$ cat src/rtl/mem_stage_lsu_if.sv
// Memory-side bus bundle of the M-stage LSU: the single-cycle data RAM port
// and the req/ack peripheral port. The LSU takes the master view.
interface mem_stage_lsu_if;
    // Data RAM port (asynchronous read)
    logic [31:0] ram_addr;
    logic        ram_we;
    logic [3:0]  ram_be;
    logic [31:0] ram_wdata;
    logic [31:0] ram_rdata;

    // Peripheral req/ack port
    logic        per_req;
    logic        per_we;
    logic [31:0] per_addr;
    logic [3:0]  per_be;
    logic [31:0] per_wdata;
    logic        per_ack;
    logic [31:0] per_rdata;

    modport master (
        output ram_addr, ram_we, ram_be, ram_wdata,
        input  ram_rdata,
        output per_req, per_we, per_addr, per_be, per_wdata,
        input  per_ack, per_rdata
    );

    modport slave (
        input  ram_addr, ram_we, ram_be, ram_wdata,
        output ram_rdata,
        input  per_req, per_we, per_addr, per_be, per_wdata,
        output per_ack, per_rdata
    );
endinterface

$ cat src/rtl/mem_stage_lsu.sv
// Memory-stage load/store unit. RAM accesses complete combinationally in one
// cycle; peripheral accesses run a req/ack handshake with a timeout and stall
// the pipeline until they finish. Only the FSM state and timeout counter are
// registered; everything else is combinational from the held M-stage inputs.
module mem_stage_lsu #(
    parameter int unsigned TIMEOUT = 16,
    parameter int unsigned CNT_W   = 5
) (
    input  logic                   clk,
    input  logic                   rst,
    input  logic                   MemWriteM,
    input  logic [1:0]             ResultSrcM,
    input  logic [1:0]             MemSizeM,
    input  logic                   LoadUnsM,
    input  logic                   IsPerM,
    input  logic [31:0]            ALUResultM,
    input  logic [31:0]            WriteDataM,
    mem_stage_lsu_if.master        bus,
    output logic [31:0]            ReadDataM,
    output logic                   StallM,
    output logic                   MisalignM,
    output logic                   PerErrM
);

    typedef enum logic {
        IDLE,
        WAIT
    } state_e;

    localparam logic [CNT_W-1:0] CNT_LAST = CNT_W'(TIMEOUT - 1);

    state_e           state_q, state_d;
    logic [CNT_W-1:0] cnt_q, cnt_d;

    logic        is_load, is_acc, misalign, start;
    logic        sz_byte, sz_half, sz_word;
    logic [1:0]  off;
    logic [3:0]  be;
    logic [31:0] wdata;
    logic [31:0] raw;
    logic [7:0]  lane_b;
    logic [15:0] lane_h;
    logic [31:0] ext;
    logic        data_ok;
    logic        ack_w, last_w;

    // Access decode, alignment check, byte enables and lane-replicated store data
    always_comb begin
        is_load  = (ResultSrcM == 2'b01);
        is_acc   = is_load | MemWriteM;
        off      = ALUResultM[1:0];
        sz_byte  = (MemSizeM == 2'b00);
        sz_half  = (MemSizeM == 2'b01);
        sz_word  = MemSizeM[1];
        misalign = is_acc & ((sz_half & off[0]) | (sz_word & (off != 2'b00)));
        be       = '1;
        wdata    = WriteDataM;
        if (sz_byte) begin
            be    = 4'b0001 << off;
            wdata = {4{WriteDataM[7:0]}};
        end else if (sz_half) begin
            be    = off[1] ? 4'b1100 : 4'b0011;
            wdata = {2{WriteDataM[15:0]}};
        end
        // Reset gating keeps the pipeline from seeing a stall while EXE/MEM clears
        start = rst & IsPerM & is_acc & ~misalign;
    end

    // Load extraction: pick the raw word source, select the lane, extend
    always_comb begin
        raw    = IsPerM ? bus.per_rdata : bus.ram_rdata;
        lane_b = raw[{off, 3'b000} +: 8];
        lane_h = off[1] ? raw[31:16] : raw[15:0];
        if (sz_byte) begin
            ext = {{24{~LoadUnsM & lane_b[7]}}, lane_b};
        end else if (sz_half) begin
            ext = {{16{~LoadUnsM & lane_h[15]}}, lane_h};
        end else begin
            ext = raw;
        end
    end

    // FSM state and timeout counter register
    always_ff @(posedge clk or negedge rst) begin
        if (!rst) begin
            state_q <= IDLE;
            cnt_q   <= '0;
        end else begin
            state_q <= state_d;
            cnt_q   <= cnt_d;
        end
    end

    // Next-state logic: a handshake ends on ack or on the last permitted WAIT cycle
    always_comb begin
        state_d = state_q;
        cnt_d   = cnt_q;
        unique case (state_q)
            IDLE: begin
                if (start) begin
                    state_d = WAIT;
                    cnt_d   = '0;
                end
            end
            WAIT: begin
                if (bus.per_ack || (cnt_q == CNT_LAST)) begin
                    state_d = IDLE;
                    cnt_d   = '0;
                end else begin
                    cnt_d = cnt_q + 1'b1;
                end
            end
            default: begin
                state_d = IDLE;
                cnt_d   = '0;
            end
        endcase
    end

    // Output logic: bus drives, stall, timeout pulse and load result
    always_comb begin
        ack_w  = (state_q == WAIT) & bus.per_ack;
        last_w = (state_q == WAIT) & (cnt_q == CNT_LAST);

        bus.ram_addr  = ALUResultM;
        bus.ram_we    = rst & MemWriteM & ~IsPerM & ~misalign;
        bus.ram_be    = be;
        bus.ram_wdata = wdata;

        bus.per_addr  = ALUResultM;
        bus.per_be    = be;
        bus.per_wdata = wdata;
        bus.per_req   = (state_q == WAIT);
        bus.per_we    = (state_q == WAIT) & MemWriteM;

        if (state_q == WAIT) begin
            StallM = ~ack_w & ~last_w;
        end else begin
            StallM = start;
        end
        PerErrM = last_w & ~ack_w;

        // RAM data is valid immediately; peripheral data only in the ack cycle
        data_ok   = ~IsPerM | ack_w;
        ReadDataM = (is_load & ~misalign & data_ok) ? ext : '0;
        MisalignM = misalign;
    end

endmodule

$ cat src/flat_wrapper.sv
// flat-port wrapper written by rule: the top's interface ports become plain ports
module mem_stage_lsu_flat 
#(
    parameter int unsigned TIMEOUT = 16,
    parameter int unsigned CNT_W   = 5
)
  (clk, rst, MemWriteM, ResultSrcM, MemSizeM, LoadUnsM, IsPerM, ALUResultM, WriteDataM, ReadDataM, StallM, MisalignM, PerErrM, bus_ram_addr, bus_ram_we, bus_ram_be, bus_ram_wdata, bus_ram_rdata, bus_per_req, bus_per_we, bus_per_addr, bus_per_be, bus_per_wdata, bus_per_ack, bus_per_rdata);
  mem_stage_lsu_if bus_i ();
  input  logic clk;
  input  logic rst;
  input  logic MemWriteM;
  input  logic [1:0] ResultSrcM;
  input  logic [1:0] MemSizeM;
  input  logic LoadUnsM;
  input  logic IsPerM;
  input  logic [31:0] ALUResultM;
  input  logic [31:0] WriteDataM;
  output logic [31:0] ReadDataM;
  output logic StallM;
  output logic MisalignM;
  output logic PerErrM;
  output wire logic [$bits(bus_i.ram_addr)-1:0] bus_ram_addr;
  output wire logic [$bits(bus_i.ram_we)-1:0] bus_ram_we;
  output wire logic [$bits(bus_i.ram_be)-1:0] bus_ram_be;
  output wire logic [$bits(bus_i.ram_wdata)-1:0] bus_ram_wdata;
  input wire logic [$bits(bus_i.ram_rdata)-1:0] bus_ram_rdata;
  output wire logic [$bits(bus_i.per_req)-1:0] bus_per_req;
  output wire logic [$bits(bus_i.per_we)-1:0] bus_per_we;
  output wire logic [$bits(bus_i.per_addr)-1:0] bus_per_addr;
  output wire logic [$bits(bus_i.per_be)-1:0] bus_per_be;
  output wire logic [$bits(bus_i.per_wdata)-1:0] bus_per_wdata;
  input wire logic [$bits(bus_i.per_ack)-1:0] bus_per_ack;
  input wire logic [$bits(bus_i.per_rdata)-1:0] bus_per_rdata;
  assign bus_ram_addr = bus_i.ram_addr;
  assign bus_ram_we = bus_i.ram_we;
  assign bus_ram_be = bus_i.ram_be;
  assign bus_ram_wdata = bus_i.ram_wdata;
  assign bus_i.ram_rdata = bus_ram_rdata;
  assign bus_per_req = bus_i.per_req;
  assign bus_per_we = bus_i.per_we;
  assign bus_per_addr = bus_i.per_addr;
  assign bus_per_be = bus_i.per_be;
  assign bus_per_wdata = bus_i.per_wdata;
  assign bus_i.per_ack = bus_per_ack;
  assign bus_i.per_rdata = bus_per_rdata;
  mem_stage_lsu #(.TIMEOUT(TIMEOUT), .CNT_W(CNT_W)) u_core (.clk(clk), .rst(rst), .MemWriteM(MemWriteM), .ResultSrcM(ResultSrcM), .MemSizeM(MemSizeM), .LoadUnsM(LoadUnsM), .IsPerM(IsPerM), .ALUResultM(ALUResultM), .WriteDataM(WriteDataM), .bus(bus_i), .ReadDataM(ReadDataM), .StallM(StallM), .MisalignM(MisalignM), .PerErrM(PerErrM));
endmodule
$ cat config.mk
export PLATFORM = sky130hd
export DESIGN_NAME = mem_stage_lsu_flat
export DESIGN_NICKNAME = d
export VERILOG_FILES = /design/src/rtl/mem_stage_lsu_if.sv /design/src/rtl/mem_stage_lsu.sv /design/src/flat_wrapper.sv
export SDC_FILE = /design/constraint.sdc
export NUM_CORES = 1
export LEC_CHECK = 0
export ABC_AREA = 0
export BUFFER_PORTS_ARGS = -buffer_cell sky130_fd_sc_hd__buf_2
export CELL_PAD_IN_SITES_DETAIL_PLACEMENT = 1
export CELL_PAD_IN_SITES_GLOBAL_PLACEMENT = 1
export CORE_AREA = 2 2 119 121
export DETAILED_ROUTE_END_ITERATION = 10
export DIE_AREA = 0 0 121 123
export PLACE_DENSITY = 0.83
export SYNTH_ARGS = -nofsm -noshare
export SYNTH_HDL_FRONTEND = slang
export SYNTH_SLANG_ARGS = --single-unit
$ cat constraint.sdc
create_clock -name clk -period 3.3 [get_ports clk]
set_input_delay 0.66 -clock clk [delete_from_list [all_inputs] [get_ports clk]]
set_output_delay 0.66 -clock clk [all_outputs]
set_load 0.01 [all_outputs]
==> results.txt <==
- Most frequent cell on the critical path: buf_4
- Entering global routing, the biggest net connects 35 pins.
- Setup TNS after final layout: 0 ns
* Place WS: 0.0765 ns
- CP Data Required Time: 2.64 ns
- The die covers 0.0149 mm2.
- Wire per inst: 16.6 um
* Final GP Congestion: 0.763
- At the worst endpoint, the arrival time is 2.49 ns.
- Depth of the worst register-to-register path: 6
* Static leakage: 1.88 nW
- The floorplan step defined a core boundary enclosing 0.0136 mm2.
- The finished cells cover 0.00330 mm2.
- The placed instances occupy a cell area of 0.00322 mm2.
* Global-route wire length before repair: 16.2 mm
- The run finished with clean final reports.
- The post-route netlist has 54.9% of its cells at a drive strength greater than 1.
- The initial utilization of the core area, before any placement, comes to 19.6%.
- At the end of the flow the core is filled with cells to 24.2%.
- The routed design has 11.1 mm of wire.
- TritonCTS clock tree: done
* Count of pins over their slew limit: 0
* First drt pass iteration count: 4
- Cell total after placement: 669
* Warning count from the yosys run: 0
* Number of buffers inserted by hold repair at cts: 0
- Share of flip-flops with an asynchronous set or reset: 100%
* Cell Area, Synth: 0.00266 mm2
- Based on the critical path, the design can be clocked at up to 317 MHz.
- Input/output buffers: 221
- In the global route stage, overall resource usage came out at 14.0%.
- After technology mapping, the gate count stands at 383.
- For this run, the leading register cell type out of synthesis is dfrtp_1.
- Across all layers, the routed design uses 2957 vias.
- Number of global-route vias before repair: 2852
* Crit path max-delay cell type: mux4_2
- Worst hold path class: in2async
* Sequential area share after synthesis: 5.64%
- Clock tree synthesis inserted a total of 3 buffers.
* Unrepaired setup endpoints after global routing: false
- Slowest Stage Delay on Critical Path: 0.48 ns
- In the routed layout, each cell is associated on average with a via count of 4.40.
- Final Cycle Share: 95.5%
- The library cells used most frequently in the layout, excluding fill and tap cells, are buf_2, nand2_1, mux2i_1.
- Category of the most critical setup path: in2out
- 0 antenna diodes ended up in the layout.
- Clock tree synthesis found a total of 6 sinks.
- Number of distinct library cell variants in the gate-level netlist after synthesis: 43
- Clock Skews: 0.00195 ns
- CTS built an H-tree with a depth of 1.
* Cell Chain, Critical Path: clkbuf_4 -> mux2i_1 -> mux4_2 -> buf_4 -> a2111o_1 -> buf_4 -> a21oi_1 -> buf_2
- The number of gates resized after CTS was 0.
- In this run, the number of DRC markers left after iteration 0 of detailed routing was 95.
* Average footprint of a synthesized cell: 6.95 um2
- Total nets after synthesis: 523
- The final layout contains 634 nets.
* Clk Tree Root Cell: clkbuf_16
- Crit path setup slack, layout: 0.150 ns
- Crit. End Element: primary output
- Max-cap violations in this run came to 0.
* Boundary pin count: 312
* FF+latch count, synth: 6
* Worst-Margin Slew: 0.468 ns
- From bottom edge to top edge, the die measures 123 um.
- The count of cells in the finished layout, fillers not included, comes to 672.
* GR Overflow Total: 0
- PwrDens: 216 mW/mm2
* Number of endpoints with negative hold slack in the final report: 0
- Tmin final: 3.15 ns
- VDD IR max: 127 uV
- In the routed design, unresolved DRC markers number 0.
- Total power: 0.712 mW
* Startpoint types: input pin
- Clk buf depth: 2
- After clock tree synthesis, the setup repair step added 0 buffers.
- From synthesis to final layout, the design area changed by 24.0%.
- Count of antenna-violating nets left after detailed routing: 0
- The library cell used most frequently in the layout, excluding fill and tap cells, is buf_2.
- Clock slew at reported path FFs: 0.03 ns
* Later-pin clock latency in the skew report: 0.23 ns
- Relative slew margins: 68.5%
- Setup violations remaining at the end of the flow were counted as 0.
* Hold_ws: 0.259 ns
* HPWL after DPL: 9.62 mm
* Count of flip-flops with a built-in enable after synthesis: 0
* Count of standard-cell rows: 43
* Die extent in x: 121 um
- The initial antenna violation count came to 0.
* Maximum fanout count along the critical path: 10
## routing by layer
| layer | track usage [%] | vias up | part of all wire [%] |
|---|---|---|---|
| li1 | - | 1434 | - |
| met1 | 17.9 | 1356 | 42 |
| met2 | 24.4 | 144 | 48 |
| met3 | 2.68 | 23 | 7.9 |
| met4 | 3.13 | 0 | 1.8 |
| met5 | 0 | - | 0 |
## sequential cells by signal, summed over array words and instances (netlist names)
signal / count
u_core.cnt_q: 5
u_core.bus.per_req: 1
## where the power goes
| part | total, mW | internal, mW | switching [mW] |
|---|---|---|---|
| sequential | 0.0880 | 0.0812 | 0.00682 |
| clock | 0.195 | 0.155 | 0.0395 |
| combinational | 0.429 | 0.195 | 0.235 |
| total | 0.712 | 0.431 | 0.281 |
## synthesized netlist by cell type, types with 2 or more instances
cell | n | area, um2
mux2_2 | 23 | 259
o31ai_1 | 3 | 22.5
inv_1 | 10 | 37.5
dfrtp_1 | 6 | 150
nand2b_1 | 3 | 18.8
buf_4 | 109 | 818
mux2i_1 | 33 | 330
nor2_1 | 17 | 63.8
or3_1 | 2 | 12.5
a21oi_1 | 32 | 160
nand2_1 | 49 | 184
and3b_1 | 2 | 17.5
a22o_1 | 2 | 17.5
ha_1 | 2 | 25.0
nor3b_1 | 4 | 30.0
o21ai_0 | 18 | 90.1
o221ai_1 | 7 | 61.3
clkbuf_1 | 19 | 71.3
buf_1 | 4 | 15.0
nand3_1 | 9 | 45.0
nor2b_1 | 4 | 25.0
a21o_1 | 3 | 22.5
o21bai_1 | 2 | 15.0
## cells by family (layout without fill, tap and decap cells)
family / Yosys count / in the layout / synth area share (%)
AO/OA/AOI/OAI: 77 / 77 / 17.8
XOR/XNOR: 1 / 1 / 0.329
adder cells (fa/ha/maj): 2 / 2 / 0.940
buffers and inverters: 143 / 252 / 35.6
flip-flops: 6 / 6 / 5.64
multiplexers: 57 / 57 / 23.0
AND/OR/NAND/NOR: 97 / 97 / 16.7
## worst max-delay path: cells and delay by family
kind	cells	cell delay (ns)
mux	2	0.64
compound gates	2	0.51
buf+inv	4	0.68
## worst paths after layout
check                                  end  slack (ns)            start
max                          ReadDataM[26]        0.15           IsPerM
min                        u_core.cnt_q[2]        0.26              rst
max reg2reg                u_core.cnt_q[2]        1.39  u_core.cnt_q[0]
min reg2reg                u_core.cnt_q[4]        0.49  u_core.cnt_q[4]
max in group asynchronous  u_core.cnt_q[4]        2.88              rst
min in group clk           u_core.cnt_q[4]        0.49  u_core.cnt_q[4]
## final cells by class
| type | count | area, um2 |
|---|---|---|
| fillers | 1773 | 10300 |
| multi-input cells | 234 | 1570 |
| repair buffers | 239 | 1240 |
| well taps | 180 | 225 |
| flip-flops and latches | 6 | 150 |
| clock buffers | 3 | 75.1 |
| inverters | 10 | 37.5 |
(Power assumes the default switching activity.)
